[src/rtl/alu_pkg.sv]
// rtl/alu_pkg.sv - shared ALU control codes, sequencer states and default width
package alu_pkg;

    localparam int WIDTH_DEF = 32;

    localparam logic [3:0] ALU_AND  = 4'b0000;
    localparam logic [3:0] ALU_OR   = 4'b0001;
    localparam logic [3:0] ALU_ADDU = 4'b0010;
    localparam logic [3:0] ALU_SUBU = 4'b0110;
    localparam logic [3:0] ALU_SLT  = 4'b0111;
    localparam logic [3:0] ALU_MUL  = 4'b1000;

    typedef enum logic [1:0] {
        ST_IDLE = 2'd0,
        ST_BUSY = 2'd1,
        ST_DONE = 2'd2
    } mul_state_e;

endpackage

[src/rtl/mul_datapath.sv]
// rtl/mul_datapath.sv - shift-add multiply registers, adder and shifters
module mul_datapath
    import alu_pkg::*;
#(
    parameter int WIDTH = WIDTH_DEF
) (
    input  logic             clk_i,
    input  logic             rst_i,
    input  logic             load_i,
    input  logic             step_i,
    input  logic [WIDTH-1:0] src1_i,
    input  logic [WIDTH-1:0] src2_i,
    output logic [WIDTH-1:0] acc_nxt_o
);

    logic [WIDTH-1:0] mcand_q;
    logic [WIDTH-1:0] mplier_q;
    logic [WIDTH-1:0] acc_q;

    // Accumulator value after the current step; the FSM captures it on the last one.
    assign acc_nxt_o = acc_q + (mplier_q[0] ? mcand_q : '0);

    always_ff @(posedge clk_i) begin
        if (rst_i) begin
            mcand_q  <= '0;
            mplier_q <= '0;
            acc_q    <= '0;
        end else if (load_i) begin
            mcand_q  <= src1_i;
            mplier_q <= src2_i;
            acc_q    <= '0;
        end else if (step_i) begin
            mcand_q  <= mcand_q << 1;
            mplier_q <= mplier_q >> 1;
            acc_q    <= acc_nxt_o;
        end
    end

endmodule

[src/rtl/alu_mul_seq.sv]
// rtl/alu_mul_seq.sv - iterative multiply sequencer that stalls the front end for WIDTH cycles
module alu_mul_seq
    import alu_pkg::*;
#(
    parameter int         WIDTH    = WIDTH_DEF,
    parameter int         CNT_W    = 6,
    parameter logic [3:0] MUL_CODE = ALU_MUL
) (
    input  logic             clk_i,
    input  logic             rst_i,
    input  logic             valid_i,
    input  logic [3:0]       ALUCtrl_i,
    input  logic [WIDTH-1:0] src1_i,
    input  logic [WIDTH-1:0] src2_i,
    input  logic             flush_i,
    output logic             ready_o,
    output logic             stall_o,
    output logic             valid_o,
    output logic [WIDTH-1:0] result_o
);

    mul_state_e       state_q, state_d;
    logic [CNT_W-1:0] cnt_q, cnt_d;
    logic [WIDTH-1:0] result_q, result_d;
    logic             load, step, req;
    logic [WIDTH-1:0] acc_nxt;

    assign req      = valid_i && (ALUCtrl_i == MUL_CODE);
    assign result_o = result_q;

    mul_datapath #(.WIDTH(WIDTH)) u_dp (
        .clk_i     (clk_i),
        .rst_i     (rst_i),
        .load_i    (load),
        .step_i    (step),
        .src1_i    (src1_i),
        .src2_i    (src2_i),
        .acc_nxt_o (acc_nxt)
    );

    always_ff @(posedge clk_i) begin
        if (rst_i) begin
            state_q  <= ST_IDLE;
            cnt_q    <= '0;
            result_q <= '0;
        end else begin
            state_q  <= state_d;
            cnt_q    <= cnt_d;
            result_q <= result_d;
        end
    end

    always_comb begin
        state_d  = state_q;
        cnt_d    = cnt_q;
        result_d = result_q;
        load     = 1'b0;
        step     = 1'b0;
        ready_o  = 1'b0;
        stall_o  = 1'b0;
        valid_o  = 1'b0;
        unique case (state_q)
            ST_IDLE: begin
                ready_o = 1'b1;
                stall_o = req;
                if (req && !flush_i) begin
                    load    = 1'b1;
                    cnt_d   = '0;
                    state_d = ST_BUSY;
                end
            end
            ST_BUSY: begin
                stall_o = 1'b1;
                // A flush on the final step still discards the product.
                if (flush_i) begin
                    state_d = ST_IDLE;
                end else begin
                    step  = 1'b1;
                    cnt_d = cnt_q + CNT_W'(1);
                    if (cnt_q == CNT_W'(WIDTH - 1)) begin
                        result_d = acc_nxt;
                        state_d  = ST_DONE;
                    end
                end
            end
            ST_DONE: begin
                valid_o = 1'b1;
                state_d = ST_IDLE;
            end
            default: state_d = ST_IDLE;
        endcase
    end

endmodule

[config.mk]
export PLATFORM = sky130hd
export DESIGN_NAME = alu_mul_seq
export DESIGN_NICKNAME = d
export VERILOG_FILES = /design/src/rtl/alu_pkg.sv /design/src/rtl/mul_datapath.sv /design/src/rtl/alu_mul_seq.sv
export SDC_FILE = /design/constraint.sdc
export NUM_CORES = 1
export LEC_CHECK = 0
export BUFFER_PORTS_ARGS = -buffer_cell sky130_fd_sc_hd__clkbuf_2
export CAP_MARGIN = 30
export CORE_MARGIN = 3
export CORE_UTILIZATION = 52
export CTS_CLUSTER_SIZE = 24
export DETAILED_ROUTE_END_ITERATION = 7
export PLACE_DENSITY = 0.76
export SYNTH_ARGS = -nofsm -noshare
export SYNTH_HDL_FRONTEND = slang
export SYNTH_HIERARCHICAL = 1
export SYNTH_SLANG_ARGS = --single-unit
[constraint.sdc]
create_clock -name clk_i -period 2.65 [get_ports clk_i]
set_input_delay 0.53 -clock clk_i [delete_from_list [all_inputs] [get_ports clk_i]]
set_output_delay 0.53 -clock clk_i [all_outputs]
set_load 0.02 [all_outputs]
# After elaboration in Yosys (flattened, before gate mapping)
# Cells that the tools add are included.
# word_totals
in_bits,72
output_inout_bits,35
reg_bits,136
# classes
mux,19
n_bitwise,1
n_reduce_logical,10
n_addsub,2
n_eq_ne,7
# op_table
operator,count
32-bit 2-to-1 mux,5
32-bit adder,1
6-bit 2-to-1 mux,2
6-bit one-hot mux with 2 select lines,1
6-bit by 1-bit adder with 6-bit output (second input constant),1
6-bit by 5-bit equality test with 1-bit output (second input constant),1
1-bit 2-to-1 mux,6
2-bit 2-to-1 mux,3
3-bit AND reduction,2
4-bit equality test (second input constant),1
2-bit inequality test (second input constant),2
2-bit one-hot mux with 2 select lines,1
2-bit nonzero test,2
3-bit inequality test (second input constant),1
2-bit by 1-bit equality test with 1-bit output (second input constant),1
2-bit equality test (second input constant),1
1-bit logical AND,2
2-bit logical NOT,1
1-bit one-hot mux with 2 select lines,1
2-bit AND reduction,1
2-bit OR reduction,1
1-bit logical NOT,1
1-bit inverter,1

# Longest topological paths before layout
# logic_depth
ltp_word,6
ltp_mapped,14
ltp_nobuf,13

# Cells and area by module
# Netlist, hierarchy kept.
# modules_own_cells
module,seq_area_each_um2,area_per_inst_um2,cells_per_inst,instances
mul_datapath,1921.8,5891.9,726,1
alu_mul_seq,800.8,1895.6,193,1

# Worst setup path before layout
# Ideal clock, no wire load.
# synth_path
kind,reg2reg
startpoint,register u_dp.mplier_q[0]
endpoint,register result_q[29] (netlist: result_o[29])
period_less_slack_ns,2.759
t_required_ns,2.578
setup_time_ns,0.072
arrival_ns,2.688
slack_ns,-0.109
stages_incl_launch_ff,13
path_cell_list,dfxtp_1 clkbuf_1 and2_1 ha_1 nand2_2 or3_1 o21ba_4 or4_4 a21oi_2 nor2_1 xnor2_1 nand2b_1 mux2i_1
# synth_between
elab_chain_len,2
# synth_rtl
element,line_no,source
start: declaration,mul_datapath.sv:17,logic [WIDTH-1:0] mplier_q;
start signal: assignment,mul_datapath.sv:30,mplier_q <= src2_i;
start signal: assignment,mul_datapath.sv:34,mplier_q <= mplier_q >> 1;
32-bit 2-to-1 mux,mul_datapath.sv:21,assign acc_nxt_o = acc_q + (mplier_q[0] ? mcand_q : '0);
32-bit adder,mul_datapath.sv:21,
net acc_nxt[29],alu_mul_seq.sv:26,logic [WIDTH-1:0] acc_nxt;
end signal: assignment,alu_mul_seq.sv:49,result_q <= result_d;
end: declaration,alu_mul_seq.sv:24,"logic [WIDTH-1:0] result_q, result_d;"
# The timed path passes the listed nets, and every way through them passes these cells.
# A chain may end at the register's enable or synchronous reset.

# Final worst setup path
# layout_path
startpoint,register u_dp.mplier_q[0]
endpoint,register result_q[30] (netlist: result_o[30])
# Same word-level chain as after synthesis.

==> results.md <==
* Status: finished, violations left
* Failing checks: design-rule violations, negative setup slack
* Leak at 4.29 nW
* Grt total ovfl at 0
* Most frequent cells in the layout: 165 x nor2_1, 135 x dfxtp_1, 117 x mux2i_1, 105 x clkbuf_2, 95 x buf_4
* Ys Warns at 6
* Pin count of the biggest net entering global routing at 70
* Worst R2R Start: u_dp/mplier_q[0]
* H-tree levels at 4
* Worst EP required at 3.00 ns
* PwrDens at 432 nW/µm²
* WP data arrival at 3.17 ns
* Clock slew at reported path FFs at 0.06 ns
* Max cap viols at 0
* Post-route worst setup slack at -0.177 ns
* Netlist cell types at 69
* Hold Buf Count CTS at 0
* HP Start: src2_i[30]
* Max-slew headroom at 0.450
* Core area at 14600 µm²
* Hold slack at 0.341 ns
* Drt pass-1 iters at 6
* Clock Skews at 0.00577 ns
* Primary FF master, synth: dfxtp_1
* Sequential standard cell area at 2730 µm²
* Die span in y at 128 µm
* Asr flop ratio synth at 0
* Classification of the worst-slack hold path: primary input to flip-flop
* GRT Overall Usage at 0.229
* Root Driver: clkbuf_16
* EDFF count, synth at 0
* RSZ-0062 raised after global routing: true
* Maximum clock rate at 0.354 GHz
* Tightest Pin Transition at 0.822 ns
* Die extent in x at 128 µm
* Syn Inst Count at 919
* Final wirelength at 19.6 mm
* Vias in the first global route at 6487
* # setup viols final at 12
* Final period util at 1.07
* Layout cells sized above 1 at 0.298
* CTS tree: done
* Initial Util at 0.534
* HPWL Detailed at 13.2 mm
* Synth-to-layout area growth at 30.8%
* Slew Limit Fails at 0
* Synthesized Nets at 1024
* DRT iter0 DRCs at 475
* Fill cell count at 1101
* # rows at 44
* CP max FO at 8
* Placer congestion estimate at 0.881
* ANT cells at 0
* Clock Path Buffers at 2
* Layout net count at 1197
* Flop2flop setup slack at -0.18 ns
* Synth Cell Area at 7790 µm²
* Worst Setup SP: u_dp/mplier_q[0]
* Total CTS buffers at 17
* Area of the multi-input gates at 5300 µm²
* Most common cell after layout, fill and taps aside: nor2_1
* Placed instance area at 9110 µm²
* Design area at 10200 µm²
* Vias/cell at 5.43
* ANT nets after route at 0
* Avg Inst Size Synth at 8.47 µm²
* Routed wire per std cell at 15.3 µm
* Setup TNS at -0.945 ns
* First-pass GRT wire length at 31.0 mm
* Skew-Pair Late Insertion Delay at 0.42 ns
* DIE AREA at 16500 µm²
* Critical Path Source Type: flip-flop
* DR DRC count at 1
* Initial antenna violation count at 0
* Port bufs at 106
* CTS Sinks at 136
* Final hold violations at 0
* Fin crit period at 2.83 ns
* Vias at 6961
* Synth Register Bits at 136
* Ports at 107
* Crit path kind: flip-flop to flip-flop
* Worst Setup End Kind: flip-flop
* Seq/Total Area, Yosys at 0.350
* Worst vdd ir at 0.390 mV
==> worst paths after layout <==
| kind | to | cells after the start |
|---|---|---|
| max | result_o[30] | 13 |
| min reg2reg | result_o[8] | 2 |
| max reg2reg | result_o[30] | 13 |
| min | u_dp/mplier_q[30] | 3 |
==> synthesized netlist by cell type (all sizes together), types with 5 or more instances <==
master | number | area, µm²
a21oi | 90 | 458
and2 | 31 | 194
xor2 | 6 | 52.6
a31oi | 7 | 58.8
or3 | 9 | 56.3
nand2 | 29 | 111
nor3 | 8 | 45.0
o21a | 6 | 45.0
clkbuf | 41 | 164
a21o | 15 | 113
buf | 13 | 82.6
inv | 8 | 30.0
mux2i | 117 | 1170
nand2b | 69 | 432
nand3 | 15 | 75.1
dfxtp | 136 | 2720
nor2 | 170 | 638
o21ai | 24 | 124
and3 | 6 | 43.8
ha | 32 | 400
o211ai | 6 | 50.1
nor2b | 7 | 43.8
xnor2 | 24 | 210
o21bai | 5 | 37.5
==> registers in the layout, indices dropped and copies added, names as in the netlist <==
name,flops
result_o,32
u_dp/mcand_q,32
state_q,2
cnt_q,6
u_dp/mplier_q,32
u_dp/acc_q,32
==> critical path, stage by stage (launching register included) <==
cell       delay (ns)
dfxtp_4          0.37
buf_6            0.13
and2_4           0.14
ha_4             0.28
a21oi_4          0.07
o211ai_1         0.27
nand4_1          0.22
a2111oi_4        0.41
o2111ai_2        0.21
a21oi_2          0.23
nor2_1           0.07
xnor2_1          0.13
nand2b_1         0.07
mux2i_1          0.13
==> report_power, final <==
group	total, mW	switching [mW]	internal, mW
logic	0.154	0.0801	0.0741
registers	2.06	0.00492	2.05
clock network	2.18	0.816	1.37
total	4.39	0.901	3.49
==> logic make-up after synthesis <==
logic type | Yosys count | share of synthesized area
muxes | 117 | 0.150
and+or+nand+nor | 364 | 0.233
DFF | 136 | 0.350
buffers and inverters | 63 | 0.0379
AOI/OAI and AO/OA | 176 | 0.141
adders and majority gates | 33 | 0.0540
xor gates and xnor gates | 30 | 0.0337
==> metal layers <==
layer | up-vias | track usage | part of all wire
li1 | 3522 | - | -
met1 | 3202 | 0.321 | 0.46
met2 | 205 | 0.345 | 0.45
met3 | 32 | 0.0681 | 0.072
met4 | 0 | 0.0630 | 0.019
met5 | - | 0 | 0
==> stage by stage <==
| step | std cells | total power [mW] | worst slack (ns) | utilization |
|---|---|---|---|---|
| after global routing | 1283 | 4.55 | -0.359 | 0.698 |
| final | 1283 | 4.39 | -0.177 | 0.698 |
| after global placement | 1245 | 2.25 | -0.178 | 0.625 |
| after CTS | 1277 | 4.43 | -0.122 | 0.678 |
| after detailed placement | 1245 | 2.26 | -0.286 | 0.625 |
| after floorplan | 919 | 2.18 | -0.0176 | - |
==> final cells by class <==
class	count	area share
multi-input combinational	720	0.520
sequential	136	0.268
timing repair buffer	209	0.134
clock buffer	20	0.0439
tap	184	0.0226
clock inverter	6	0.00786
inverter	8	0.00332
==> timing repair <==
item | CTS | global route
buffers inserted | 6 | 6
pin swaps | 30 | 37
endpoints found under the setup margin | 26 | 33
gates resized for setup | 45 | 48
(Power assumes the default switching activity.)
